--- config.mk ---
export PLATFORM = sky130hd
export DESIGN_NAME = div_unit
export DESIGN_NICKNAME = d
export VERILOG_FILES = /design/src/rtl/pkg_opfunct3.sv /design/src/rtl/div_unit_step.sv /design/src/rtl/div_unit.sv
export SDC_FILE = /design/constraint.sdc
export NUM_CORES = 1
export LEC_CHECK = 0
export CAP_MARGIN = 10
export CORE_MARGIN = 2
export CORE_UTILIZATION = 67
export CTS_BUF_LIST = sky130_fd_sc_hd__clkbuf_16
export DETAILED_ROUTE_END_ITERATION = 16
export DONT_BUFFER_PORTS = 1
export PLACE_DENSITY = 0.81
export SYNTH_ARGS = -nofsm -noshare
export SYNTH_HDL_FRONTEND = slang
export SYNTH_SLANG_ARGS = --single-unit
--- constraint.sdc ---
create_clock -name clk_i -period 10.2 [get_ports clk_i]
set_clock_uncertainty 0.1 [all_clocks]
set_input_delay 0 -clock clk_i [delete_from_list [all_inputs] [get_ports clk_i]]
set_output_delay 0 -clock clk_i [all_outputs]
set_load 0.02 [all_outputs]
--- src/rtl/pkg_opfunct3.sv ---
// rtl/pkg_opfunct3.sv - shared EX-stage op codes and divider state encoding
package pkg_opfunct3;

    localparam int OpCodeW = 5;

    typedef enum logic [OpCodeW-1:0] {
        OP_ADD  = 5'h00,
        OP_SUB  = 5'h01,
        OP_AND  = 5'h02,
        OP_OR   = 5'h03,
        OP_XOR  = 5'h04,
        OP_SLL  = 5'h05,
        OP_SRL  = 5'h06,
        OP_SRA  = 5'h07,
        OP_SLT  = 5'h08,
        OP_SLTU = 5'h09,
        OP_MUL  = 5'h0A,
        OP_DIV  = 5'h10,
        OP_DIVU = 5'h11,
        OP_REM  = 5'h12,
        OP_REMU = 5'h13
    } op_e;

    typedef enum logic [1:0] {
        IDLE = 2'd0,
        CALC = 2'd1,
        DONE = 2'd2
    } div_state_e;

    function automatic logic is_signed_div(input logic [OpCodeW-1:0] op);
        return (op == OP_DIV) || (op == OP_REM);
    endfunction

    function automatic logic is_rem_op(input logic [OpCodeW-1:0] op);
        return (op == OP_REM) || (op == OP_REMU);
    endfunction

    function automatic logic is_div_family(input logic [OpCodeW-1:0] op);
        return (op == OP_DIV) || (op == OP_DIVU) || (op == OP_REM) || (op == OP_REMU);
    endfunction

endpackage

--- src/rtl/div_unit_step.sv ---
// rtl/div_unit_step.sv - one combinational restoring-division iteration
module div_step #(
    parameter int DWidth = 32
) (
    input  logic [DWidth:0]   rem_i,
    input  logic [DWidth-1:0] quo_i,
    input  logic [DWidth-1:0] divisor_i,
    output logic [DWidth:0]   rem_o,
    output logic [DWidth-1:0] quo_o
);

    logic [DWidth:0]   rem_sh;
    logic [DWidth+1:0] diff;
    logic              borrow;
    logic              unused_rem_msb;

    // rem_i stays below the divisor, so its top bit is always zero and drops out of the shift
    assign rem_sh         = {rem_i[DWidth-1:0], quo_i[DWidth-1]};
    assign diff           = {1'b0, rem_sh} - {2'b00, divisor_i};
    assign borrow         = diff[DWidth+1];
    assign unused_rem_msb = rem_i[DWidth];

    assign rem_o = borrow ? rem_sh : diff[DWidth:0];
    assign quo_o = {quo_i[DWidth-2:0], ~borrow};

endmodule

--- src/rtl/div_unit.sv ---
// rtl/div_unit.sv - iterative radix-2 DIV/DIVU/REM/REMU unit with valid/ready on both sides
module div_unit
    import pkg_opfunct3::*;
#(
    parameter int DWidth  = 32,
    parameter int OpWidth = 5
) (
    input  logic               clk_i,
    input  logic               rst_ni,
    input  logic               valid_i,
    output logic               ready_o,
    input  logic [DWidth-1:0]  a_i,
    input  logic [DWidth-1:0]  b_i,
    input  logic [OpWidth-1:0] op_sel_i,
    input  logic               kill_i,
    output logic               valid_o,
    input  logic               ready_i,
    output logic [DWidth-1:0]  res_o,
    output logic               zero_o
);

    localparam int CntW = $clog2(DWidth) + 1;
    localparam logic [CntW-1:0]   LastCnt = CntW'(DWidth);
    localparam logic [DWidth-1:0] MinInt  = {1'b1, {(DWidth-1){1'b0}}};

    div_state_e        state_q, state_d;
    logic [CntW-1:0]   cnt_q, cnt_d;
    logic [DWidth:0]   rem_q, rem_d;
    logic [DWidth-1:0] quo_q, quo_d;
    logic [DWidth-1:0] dvs_q, dvs_d;
    logic [DWidth-1:0] res_q, res_d;
    logic              neg_quo_q, neg_quo_d;
    logic              neg_rem_q, neg_rem_d;
    logic              sel_rem_q, sel_rem_d;

    logic [DWidth:0]   step_rem;
    logic [DWidth-1:0] step_quo;
    logic [DWidth-1:0] fixed_res;
    logic              op_signed, op_rem, op_valid, a_neg, b_neg, accept;
    logic              unused_rem_top;

    assign op_signed      = is_signed_div(OpCodeW'(op_sel_i));
    assign op_rem         = is_rem_op(OpCodeW'(op_sel_i));
    assign op_valid       = is_div_family(OpCodeW'(op_sel_i));
    assign a_neg          = op_signed & a_i[DWidth-1];
    assign b_neg          = op_signed & b_i[DWidth-1];
    assign accept         = (state_q == IDLE) && valid_i && !kill_i;
    assign unused_rem_top = rem_q[DWidth];

    div_step #(.DWidth(DWidth)) u_step (
        .rem_i     (rem_q),
        .quo_i     (quo_q),
        .divisor_i (dvs_q),
        .rem_o     (step_rem),
        .quo_o     (step_quo)
    );

    always_ff @(posedge clk_i or negedge rst_ni) begin
        if (!rst_ni) begin
            state_q <= IDLE;
        end else begin
            state_q <= state_d;
        end
    end

    always_comb begin
        state_d = state_q;
        if (kill_i) begin
            state_d = IDLE;
        end else begin
            unique case (state_q)
                IDLE:    if (valid_i)          state_d = CALC;
                CALC:    if (cnt_q == LastCnt) state_d = DONE;
                DONE:    if (ready_i)          state_d = IDLE;
                default:                       state_d = IDLE;
            endcase
        end
    end

    always_comb begin
        ready_o = (state_q == IDLE);
        valid_o = (state_q == DONE);
    end

    always_comb begin
        if (sel_rem_q) begin
            fixed_res = neg_rem_q ? -rem_q[DWidth-1:0] : rem_q[DWidth-1:0];
        end else begin
            fixed_res = neg_quo_q ? -quo_q : quo_q;
        end
    end

    // Special cases skip the iterations by preloading a finished quotient/remainder
    // and parking the counter at its terminal value, so DONE follows one edge later.
    always_comb begin
        cnt_d     = cnt_q;
        rem_d     = rem_q;
        quo_d     = quo_q;
        dvs_d     = dvs_q;
        res_d     = res_q;
        neg_quo_d = neg_quo_q;
        neg_rem_d = neg_rem_q;
        sel_rem_d = sel_rem_q;
        if (accept) begin
            cnt_d     = '0;
            rem_d     = '0;
            quo_d     = a_neg ? -a_i : a_i;
            dvs_d     = b_neg ? -b_i : b_i;
            neg_quo_d = a_neg ^ b_neg;
            neg_rem_d = a_neg;
            sel_rem_d = op_rem;
            if (!op_valid) begin
                cnt_d     = LastCnt;
                quo_d     = '0;
                neg_quo_d = 1'b0;
                neg_rem_d = 1'b0;
                sel_rem_d = 1'b0;
            end else if (b_i == '0) begin
                cnt_d     = LastCnt;
                quo_d     = '1;
                rem_d     = {1'b0, a_i};
                neg_quo_d = 1'b0;
                neg_rem_d = 1'b0;
            end else if (op_signed && (a_i == MinInt) && (b_i == '1)) begin
                cnt_d     = LastCnt;
                quo_d     = MinInt;
                neg_quo_d = 1'b0;
                neg_rem_d = 1'b0;
            end
        end else if ((state_q == CALC) && !kill_i) begin
            if (cnt_q != LastCnt) begin
                cnt_d = cnt_q + CntW'(1);
                rem_d = step_rem;
                quo_d = step_quo;
            end else begin
                res_d = fixed_res;
            end
        end
    end

    always_ff @(posedge clk_i or negedge rst_ni) begin
        if (!rst_ni) begin
            cnt_q     <= '0;
            rem_q     <= '0;
            quo_q     <= '0;
            dvs_q     <= '0;
            res_q     <= '0;
            neg_quo_q <= 1'b0;
            neg_rem_q <= 1'b0;
            sel_rem_q <= 1'b0;
        end else begin
            cnt_q     <= cnt_d;
            rem_q     <= rem_d;
            quo_q     <= quo_d;
            dvs_q     <= dvs_d;
            res_q     <= res_d;
            neg_quo_q <= neg_quo_d;
            neg_rem_q <= neg_rem_d;
            sel_rem_q <= sel_rem_d;
        end
    end

    assign res_o  = res_q;
    assign zero_o = ~|res_q;

endmodule

==> Flow_metrics.wiki <==
{| class="wikitable"
! Metric !! Value
|-
| Status || completed
|-
| Fin Setup TNS || 0 ps
|-
| Setup slack, reg-to-reg || between 6000 and 7000 ps
|-
| Number of DRC markers in iteration 0 || roughly 1300
|-
| H-tree lvl count || 4
|-
| Clock input transition at the sequential cells of the worst setup and hold paths || 70 ps
|-
| Slowest cell on the critical path || nor4_1
|-
| Clk buf depth || 2
|-
| Final WL || 33.4 mm
|-
| Depth of the most critical reg-to-reg path || 10
|-
| Area of the core region || between 15000 and 20000 sq um
|-
| Clock network latency to the later pin of the worst-skew pair || between 400 and 500 ps
|-
| Global-route total usage across every layer || 38.1%
|-
| Floorplan die height || between 100 and 150 um
|-
| Synth warnings || 0
|-
| R2r endpoint || rem_q[6]
|-
| Flops & latches, synth || 139
|-
| Static leakage || 5.00 nW
|-
| Proportion of register bits with asynchronous set or reset after synthesis || 100%
|-
| Minimum clock period || 3900 ps
|-
| Num rows || 46
|-
| Synth Area per Inst || between 8 and 9 sq um
|-
| Worst hold path class || in2reg
|-
| Series of cell instances along the critical path || dlygate4sd3_1 -> or4_1 -> nor4_1 -> nand3_2 -> nor3_1 -> nand2_1 -> a31oi_1
|-
| Main flop type after synthesis || dfrtp_1
|-
| End point of the critical path || quo_q[21]
|-
| Peak supply drop || 0.159 mV
|-
| Wire length of the first global-routing pass || 53.8 mm
|-
| Signal arrival time at the worst endpoint || 4120 ps
|-
| Ratio of cells with drive above 1 in the final layout || 5.34%
|-
| Top post-synthesis cells by count || nand2_1, o21ai_0, dfrtp_1
|-
| Worst Hold Path Cells || 5
|-
| Fmax || 0.257 GHz
|-
| Post-synthesis sequential area ratio || 31.6%
|-
| Total clock buffers created by CTS || 17
|-
| Worst reg2reg path startpoint || rem_q[9]
|-
| Cell family with the largest share of critical-path delay || simple AND/OR/NAND/NOR gates
|-
| Buffers and inverters on the worst path || 1
|-
| Worst setup path startpoint || b_i[13]
|-
| Vias in the first global route || 10440
|-
| Setup crit start kind || input pin
|-
| Total power divided by cell area || about 290 nW/um^2
|-
| Count of final setup violators || 0
|-
| Setup fix buffers added after clock tree synthesis || 0
|-
| Endpoint kind of the worst setup timing path || flip-flop
|-
| Routability congestion estimate || 0.929
|-
| Setup WS post-layout || 6300 ps
|-
| HPWL reported at the end of detailed placement || about 22 mm
|-
| Average via count per standard cell || approximately 6.7
|-
| Largest area contributor in the netlist || dfrtp_1
|-
| Worst slack at placement || 6480 ps
|-
| Final routed DRC violation total || 0
|-
| Total of fill cells in the finished design || approximately 1200
|-
| Max-slew headroom || 19.8%
|-
| CTS resizes || 0
|-
| Number of antenna cells inserted || 0
|-
| Total via count after detailed routing || 10954
|-
| Die extent in x || 132 um
|-
| Initial core utilization || between 60% and 70%
|-
| Port Buffer Count || 0
|-
| Worst stage delay on the critical path || 730 ps
|-
| TritonCTS Sinks || 139
|-
| Clock root cell || clkbuf_16
|-
| Largest cells by area after synthesis || dfrtp_1, o21ai_0, xnor2_1, xor2_1, nand2_1
|-
| Final net count || 1525
|-
| Initial antenna violation count || 1
|-
| Number of search-and-repair iterations in the first detailed-routing pass || 6
|-
| Largest net degree at the start of global routing || 140
|-
| Required @ worst endpoint || 10430 ps
|-
| Post-synth EDFFs || 0
|-
| Synth Instances || 1365
|-
| Number of library cell types mapped by synthesis || 68
|-
| Worst-path fanout max || 23
|-
| CTS tree || yes
|-
| Number of cells on the critical path || 7
|-
| Ratio of final minimum period to clock period || between 30% and 40%
|-
| I/O Pins || 109
|-
| Max capacitance violation total || 0
|-
| Synth Net Count || 1479
|-
| Count of final hold-check violations || 0
|-
| Area share of the largest cell type after synthesis || a little under a third
|-
| Die Outline Area || about 17000 sq um
|-
| RSZ-0062 raised after global routing || false
|-
| Critical path start-end classification || in2reg
|-
| Wire length per cell || about 20 um
|-
| Number of nets with antenna violations after routing || 0
|-
| Total congestion overflow after global routing || 0
|-
| Max-slew violations || 0
|-
| Slew at the pin closest to its max-slew limit || between 1000 and 1500 ps
|-
| Signed area change from the synthesized netlist to the final layout || 14.1%
|-
| Synthesized area || 11000 sq um
|}
## worst register-to-register path, cell delays in order (launching register included)
cell and delay, ps:
dfrtp_1 480, ha_1 500, nor2_1 70, or3_1 340
a211oi_1 330, a31oi_1 290, o31ai_4 270, buf_4 500
mux2_2 440, a221oi_1 280, nor2_1 80
## area by class of cell
cell class	instances	area [sq um]	area share (%)
clock buffer	17	425	3.38
clock inverter	15	101	0.806
inverter	47	176	1.40
multi-input combinational	1099	7060	56.1
sequential	139	3480	27.7
tap	216	270	2.15
timing repair buffer	107	1060	8.46
## worst min-delay path by stage
stage                      from       end  slack [ps]
floorplan                rst_ni  cnt_q[0]        -400
global placement         rst_ni  res_o[9]        -390
global route        op_sel_i[4]  cnt_q[5]          60
CTS                      a_i[1]  quo_q[3]           4
finish                   a_i[1]  quo_q[3]          10
detailed placement       rst_ni  res_o[9]        -390
## stage by stage
| stage | cells | instance area, sq um | hold WS, ps | power (W) | util (%) |
|---|---|---|---|---|---|
| final | 1640 | 12600 | 13.7 | 0.00360 | 78.6 |
| after global routing | 1640 | 12600 | 59.1 | 0.00385 | 78.6 |
| after CTS | 1640 | 12600 | 4.15 | 0.00354 | 78.6 |
| after detailed placement | 1511 | 11100 | -393 | 0.00291 | 69.1 |
| after global placement | 1511 | 11100 | -393 | 0.00286 | 69.1 |
| after floorplan | 1365 | 11000 | -396 | 0.00250 | - |
## state kept, by name (all words and copies together), names as in the netlist
name	cells
sel_rem_q	1
cnt_q	6
rem_q	32
dvs_q	32
neg_rem_q	1
res_o	32
quo_q	32
neg_quo_q	1
state_q	2
## kinds of logic (layout without fill, tap and decap cells)
kind of cell,after synthesis,in the layout,synth area share (%)
buffers and inverters,127,186,4.50
adders and majority gates,40,40,4.61
and+or+nand+nor,453,453,20.1
muxes,29,29,2.74
DFF,139,139,31.6
xor gates and xnor gates,142,142,11.3
AOI/OAI and AO/OA,435,435,25.1
## cells in the final DEF, fill, tap and decap left out, types with 4 or more instances in the layout
cell           synthesis  layout
o221ai_1               4       4
o21ai_0              155     155
xnor2_1               73      73
dfrtp_1              139     139
a221oi_1              17      17
a31oi_1               31      31
o21a_1                15      15
a21oi_1               78      78
nor2b_1                7       7
nor3_1                21      21
a211oi_1              11      11
or3_1                 21      21
o31ai_1               29      29
nor4_1                18      18
or2_2                  6       6
nand3b_1               5       5
buf_4                  3      10
a22oi_1               29      29
nand3_1               18      17
and3_1                12      12
o211ai_1               8       8
mux2i_1               20      20
nand4_1               29      29
mux2_2                 9       9
xor2_1                69      69
or4_1                 18      18
nand2b_1               9       9
clkbuf_16              0      17
o41ai_1               10      10
nor2_1               114     113
nand2_1              155     155
dlygate4sd3_1          0      96
ha_1                  39      39
inv_1                 47      47
a21o_1                19      19
## metal layers
metal | part of all wire (%) | vias up | track usage (%)
li1 | - | 5082 | -
met2 | 46 | 633 | 61.4
met1 | 41 | 5119 | 51.3
met5 | 0.039 | - | 0
met4 | 3.8 | 2 | 14.9
met3 | 9.3 | 118 | 6.96
## power breakdown
group / total, W / switching (W) / internal (W)
Clock: 0.000558 / 0.000249 / 0.000309
Combinational: 0.00186 / 0.00105 / 0.000814
Sequential: 0.00118 / 0.000399 / 0.000780
## what timing repair did
item	CTS	global route
endpoints found under the setup margin	0	0
hold buffers	97	0
endpoints found under the hold margin	246	0
Power figures use the tool's default switching activity.
